### config.mk
export PLATFORM = sky130hd
export DESIGN_NAME = shifter_pipe
export DESIGN_NICKNAME = d
export VERILOG_FILES = /design/src/rtl/shifter_pipe.sv
export SDC_FILE = /design/constraint.sdc
export NUM_CORES = 1
export LEC_CHECK = 0
export ABC_AREA = 1
export BUFFER_PORTS_ARGS = -buffer_cell sky130_fd_sc_hd__buf_4
export CORE_MARGIN = 2
export CORE_UTILIZATION = 39
export CTS_BUF_LIST = sky130_fd_sc_hd__clkbuf_8
export CTS_CLUSTER_DIAMETER = 80
export DETAILED_ROUTE_END_ITERATION = 7
export GPL_ROUTABILITY_DRIVEN = 0
export PLACE_DENSITY_LB_ADDON = 0.08
export SYNTH_ARGS = -nofsm -noshare
export SYNTH_HDL_FRONTEND = slang
export SYNTH_SLANG_ARGS = --single-unit
### constraint.sdc
create_clock -name clk -period 1.95 [get_ports clk]
set_clock_uncertainty 0.1 [all_clocks]
set_input_delay 0.195 -clock clk [delete_from_list [all_inputs] [get_ports clk]]
set_output_delay 0.195 -clock clk [all_outputs]
set_load 0.05 [all_outputs]
### src/rtl/shifter_pipe.sv
`default_nettype none
// ============================================================================
//  Module      : shifter_pipe
//  Description : Pipelined barrel shifter with a valid/ready handshake on both
//                sides. Stage k shifts by 2^k when amount bit k is set, so
//                there are SHW = log2(WIDTH) register stages. Mode and the
//                not-yet-consumed amount bits travel with the data, which lets
//                different operations share the pipe. Results come out in
//                order.
//  Modes       : 00 SLL, 01 SRA, 10 ROR,
//                11 SRL when SHIFTER_PIPE_SRL_EN is defined, otherwise the
//                operand passes through unchanged (full latency, one slot).
//  Macro       : SHIFTER_PIPE_SRL_EN (optional; changes mode 11 only).
//  Ports       : clk        - clock, rising edge
//                rst_n      - asynchronous active-low reset
//                in_valid   - operation offered
//                in_ready   - operation accepted this cycle
//                in_data    - operand [WIDTH-1:0]
//                in_mode    - operation select [1:0]
//                in_amt     - shift amount [SHW-1:0]
//                out_valid  - result present
//                out_ready  - consumer takes the result
//                out_data   - result [WIDTH-1:0]
//                out_zero   - out_data == 0
//                out_neg    - out_data[WIDTH-1]
//  Revision    : 1.0 - initial release
// ============================================================================
module shifter_pipe #(
    parameter int WIDTH = 16,
    parameter int SHW   = $clog2(WIDTH)
) (
    input  logic             clk,
    input  logic             rst_n,
    input  logic             in_valid,
    output logic             in_ready,
    input  logic [WIDTH-1:0] in_data,
    input  logic [1:0]       in_mode,
    input  logic [SHW-1:0]   in_amt,
    output logic             out_valid,
    input  logic             out_ready,
    output logic [WIDTH-1:0] out_data,
    output logic             out_zero,
    output logic             out_neg
);

    localparam logic [1:0] c_MODE_SLL = 2'b00;
    localparam logic [1:0] c_MODE_SRA = 2'b01;
    localparam logic [1:0] c_MODE_ROR = 2'b10;
    localparam logic [1:0] c_MODE_X11 = 2'b11;

    // One conditional power-of-two step. SRA fills with the MSB of this
    // step's input; chaining the ascending steps gives the full shift.
    function automatic logic [WIDTH-1:0] f_step(
        input logic [WIDTH-1:0] d,
        input logic [1:0]       mode,
        input logic             en,
        input int unsigned      s
    );
        logic [WIDTH-1:0] r;
        r = d;
        if (en) begin
            case (mode)
                c_MODE_SLL: r = d << s;
                c_MODE_SRA: r = (d >> s) | ({WIDTH{d[WIDTH-1]}} & ~({WIDTH{1'b1}} >> s));
                c_MODE_ROR: r = (d >> s) | (d << (WIDTH - s));
`ifdef SHIFTER_PIPE_SRL_EN
                c_MODE_X11: r = d >> s;
`else
                c_MODE_X11: r = d;
`endif
                default:    r = d;
            endcase
        end
        return r;
    endfunction

    genvar k;
    generate
        for (k = 0; k < SHW; k++) begin : g_stage
            logic             v_q;
            logic             v_d;
            logic [WIDTH-1:0] d_q;
            logic [WIDTH-1:0] d_d;
            logic             adv;      // this stage loads on the next edge
            logic             src_v;
            logic [WIDTH-1:0] src_d;
            logic [1:0]       src_m;
            logic             src_bit;  // amount bit k for the incoming op

            if (k == 0) begin : g_src_in
                assign src_v   = in_valid;
                assign src_d   = in_data;
                assign src_m   = in_mode;
                assign src_bit = in_amt[0];
            end else begin : g_src_prev
                assign src_v   = g_stage[k-1].v_q;
                assign src_d   = g_stage[k-1].d_q;
                assign src_m   = g_stage[k-1].g_fwd.m_q;
                assign src_bit = g_stage[k-1].g_fwd.a_q[k];
            end

            // A stage may load when it is empty or when its content moves on;
            // the chain runs combinationally back from out_ready.
            if (k == SHW - 1) begin : g_adv_last
                assign adv = !v_q || out_ready;
            end else begin : g_adv_mid
                assign adv = !v_q || g_stage[k+1].adv;
            end

            always_comb begin
                v_d = v_q;
                d_d = d_q;
                if (adv) begin
                    v_d = src_v;
                    if (src_v) begin
                        d_d = f_step(src_d, src_m, src_bit, 1 << k);
                    end
                end
            end

            always_ff @(posedge clk or negedge rst_n) begin
                if (!rst_n) begin
                    v_q <= 1'b0;
                    d_q <= '0;
                end else begin
                    v_q <= v_d;
                    d_q <= d_d;
                end
            end

            // Mode and remaining amount bits are only needed by later stages,
            // so the last stage carries neither.
            if (k < SHW - 1) begin : g_fwd
                logic [1:0]       m_q;
                logic [1:0]       m_d;
                logic [SHW-1:k+1] a_q;
                logic [SHW-1:k+1] a_d;
                logic [SHW-1:k+1] src_a;

                if (k == 0) begin : g_amt_in
                    assign src_a = in_amt[SHW-1:1];
                end else begin : g_amt_prev
                    assign src_a = g_stage[k-1].g_fwd.a_q[SHW-1:k+1];
                end

                always_comb begin
                    m_d = m_q;
                    a_d = a_q;
                    if (adv && src_v) begin
                        m_d = src_m;
                        a_d = src_a;
                    end
                end

                always_ff @(posedge clk or negedge rst_n) begin
                    if (!rst_n) begin
                        m_q <= 2'b00;
                        a_q <= '0;
                    end else begin
                        m_q <= m_d;
                        a_q <= a_d;
                    end
                end
            end
        end
    endgenerate

    assign in_ready  = g_stage[0].adv;
    assign out_valid = g_stage[SHW-1].v_q;
    assign out_data  = g_stage[SHW-1].d_q;
    assign out_zero  = ~|out_data;
    assign out_neg   = out_data[WIDTH-1];

endmodule
`default_nettype wire

==> impl_metrics.env <==
export IMPL_outcome="finished clean"
export IMPL_die_area_sq_um=12700
export IMPL_drive_gt1_share_pct=13.8
export IMPL_slew_headroom_pct=64.2
export IMPL_post_dp_cell_area_sq_um=5000
export IMPL_max_stage_delay_ns=0.43
export IMPL_nets=733
export IMPL_grt_pass1_wl_mm=20.3
export IMPL_antenna_found_initial=0
export IMPL_cts_root_buffer="clkbuf_8"
export IMPL_crit_type="flop to output pin"
export IMPL_synth_edf_count=0
export IMPL_finalSetupTns_ns=0
export IMPL_ys_ff_latch=80
export IMPL_antenna_cells=0
export IMPL_synth_area_leaders="dfrtp_1, nand2_1, nor2_1"
export IMPL_tritoncts="built"
export IMPL_io_pins=46
export IMPL_num_vias=4321
export IMPL_yosysWarningCount=0
export IMPL_grt_use_total_pct=19.9
export IMPL_netlist_area_leader_share_pct=43.6
export IMPL_crit_required_ns=1.65
export IMPL_drt_initial_drc_count=371
export IMPL_path_clk_slew_ns=0.09
export IMPL_dp_cells=834
export IMPL_num_rows=39
export IMPL_cp_start_kind="flop"
export IMPL_tightest_slew_ns=0.536
export IMPL_synthCells=664
export IMPL_grt_max_degree=42
export IMPL_start_util_pct=40.1
export IMPL_yosys_area_top_type="dfrtp_1"
export IMPL_fin_util_pct=46.2
export IMPL_slowest_stage="dfrtp_1"
export IMPL_drc=0
export IMPL_worstPathArrival_ns=1.55
export IMPL_dpl_hpwl_mm=8.83
export IMPL_period_share_pct=94.5
export IMPL_drt_pass1_iter_count=5
export IMPL_cts_sinks=80
export IMPL_syn_avg_cell_area_sq_um=6.92
export IMPL_coreArea_sq_um=11500
export IMPL_die_w_um=113
export IMPL_final_setup_viol_count=0
export IMPL_insertion_delay_ns=0.37
export IMPL_cts_buffers_inserted=9
export IMPL_worst_setup_path_end_kind="output pin"
export IMPL_cts_htree_levels=3
export IMPL_ir_drop_mv=1.02
export IMPL_crit_family="simple AND/OR/NAND/NOR gates"
export IMPL_synthToLayoutAreaGrowth_pct=15.3
export IMPL_critPathMaxFanout=3
export IMPL_fmax_mhz=543
export IMPL_drtAntennaViolNets=0
export IMPL_pwr_density_cell_nw_per_um2=1340
export IMPL_avgRoutedWirePerCell_um=13.9
export IMPL_postLayoutCellArea_sq_um=5300
export IMPL_cap_violations=0
export IMPL_viasPerCell=5.05
export IMPL_rsz0062_at_grt="false"
export IMPL_drt_total_wl_mm=11.9
export IMPL_path_cells="nor4_2, nand2_1, nor2_1, buf_4"
export IMPL_grt_pass1_vias=4007
export IMPL_ys_seq_area_share_pct=43.6
export IMPL_port_buffer_count=45
export IMPL_synth_cell_type_count=27
export IMPL_drv_slew=0
export IMPL_clockBufferDepth=2
export IMPL_post_cts_buffers=0
export IMPL_grt_ovfl_total=0
export IMPL_power_leakage_uw=0.00275
export IMPL_min_period_ns=1.84
export IMPL_p_total_uw=7080
export IMPL_synth_main_ff_cell="dfrtp_1"
export IMPL_async_flop_share_pct=100
export IMPL_hold_class="input pin to flop"
export IMPL_fillCellCount=1175
export IMPL_path_buf_inv=1
export IMPL_chipHeight_um=113
export IMPL_stdcell_count=855
export IMPL_synth_area_sq_um=4590
export IMPL_hold_viol=0
export IMPL_synth_nets=690
## cells by family (layout without fill, tap and decap cells)
| family | Yosys count | after routing | synth area share (%) |
|---|---|---|---|
| and+or+nand+nor | 430 | 430 | 38.6 |
| DFF | 80 | 80 | 43.6 |
| AOI/OAI and AO/OA | 75 | 75 | 9.45 |
| buffers and inverters | 79 | 127 | 8.42 |
## final timing paths
kind	start	endpoint	slack [ns]	cells after the start
max in group asynchronous	rst_n	g_stage[2].d_q[5]$_DFFE_PN0P_	0.89	3
min reg2reg	g_stage[1].d_q[5]$_DFFE_PN0P_	g_stage[1].d_q[5]$_DFFE_PN0P_	0.39	2
max	out_data[1]$_DFFE_PN0P_	out_zero	0.11	4
min in group asynchronous	rst_n	g_stage[0].g_fwd.m_q[1]$_DFFE_PN0P_	0.23	2
max reg2reg	out_valid$_DFFE_PN0P_	out_data[14]$_DFFE_PN0P_	0.21	6
min	out_ready	g_stage[2].v_q$_DFFE_PN0P_	0.01	4
## metal layers
layer	up-vias	global-route usage, %	share of wire, %
li1	2175	-	-
met1	2012	30.3	52
met2	124	28.6	42
met3	10	4.97	5.3
met4	0	4.15	0.72
met5	-	0	0
## flip-flops by register name, summed over array words and instances (netlist names)
| register | count |
|---|---|
| out_data | 16 |
| g_stage.g_fwd.a_q | 6 |
| g_stage.v_q | 3 |
| out_valid | 1 |
| g_stage.g_fwd.m_q | 6 |
| g_stage.d_q | 48 |
## power breakdown
| part | leakage, uW | switching [uW] | internal, uW |
|---|---|---|---|
| sequential | 0.000973 | 564 | 2200 |
| clock | 0.000117 | 658 | 763 |
| combinational | 0.00166 | 1960 | 935 |
| total | 0.00275 | 3180 | 3890 |
## final cells by class
type / count / area (sq um) / share of cell area [%]
multi-input combinational: 505 / 2220 / 42.0
sequential: 80 / 2000 / 37.8
timing repair buffer: 59 / 468 / 8.84
inverter: 52 / 195 / 3.69
tap: 143 / 179 / 3.38
clock buffer: 10 / 138 / 2.60
clock inverter: 6 / 91.3 / 1.72
## cell usage in the layout (no fill, tap or decap), drive strengths merged
master and instances:
dlygate4sd3 5, dfrtp 80, o21ai 39, nand3b 1, a21oi 23, nand4 2
nor4 4, nand2 266, nand3 59, clkbuf 10, inv 53, a21boi 5
o211ai 8, clkinv 3, bufinv 2, buf 54, nor2 98
## worst min-delay path: stages
cell and delay (ns):
buf_4 0.09, nor2_2 0.04, nand2_2 0.07, nand2_1 0.05
## stage by stage
stage               hold slack (ns)  setup slack (ns)
floorplan                    -0.201            0.0420
global placement              0.104             0.264
detailed placement            0.111             0.193
CTS                         0.00162            0.0253
global route                 0.0156            0.0173
finish                       0.0108             0.107
## synthesized netlist by cell type, types with 6 or more instances
| master | instances |
|---|---|
| a21oi_1 | 21 |
| buf_2 | 12 |
| buf_6 | 8 |
| dfrtp_1 | 80 |
| inv_1 | 48 |
| nand2_1 | 259 |
| nand2_2 | 6 |
| nand3_1 | 59 |
| nor2_1 | 92 |
| o211ai_1 | 8 |
| o21ai_0 | 27 |
| o21ai_1 | 8 |
## repair_timing
item / CTS / global route
endpoints found under the hold margin: 43 / 0
hold buffers: 5 / 0
gates resized for setup: 0 / 3
endpoints found under the setup margin: 0 / 3
No activity file was read; power rests on OpenSTA's default activity.
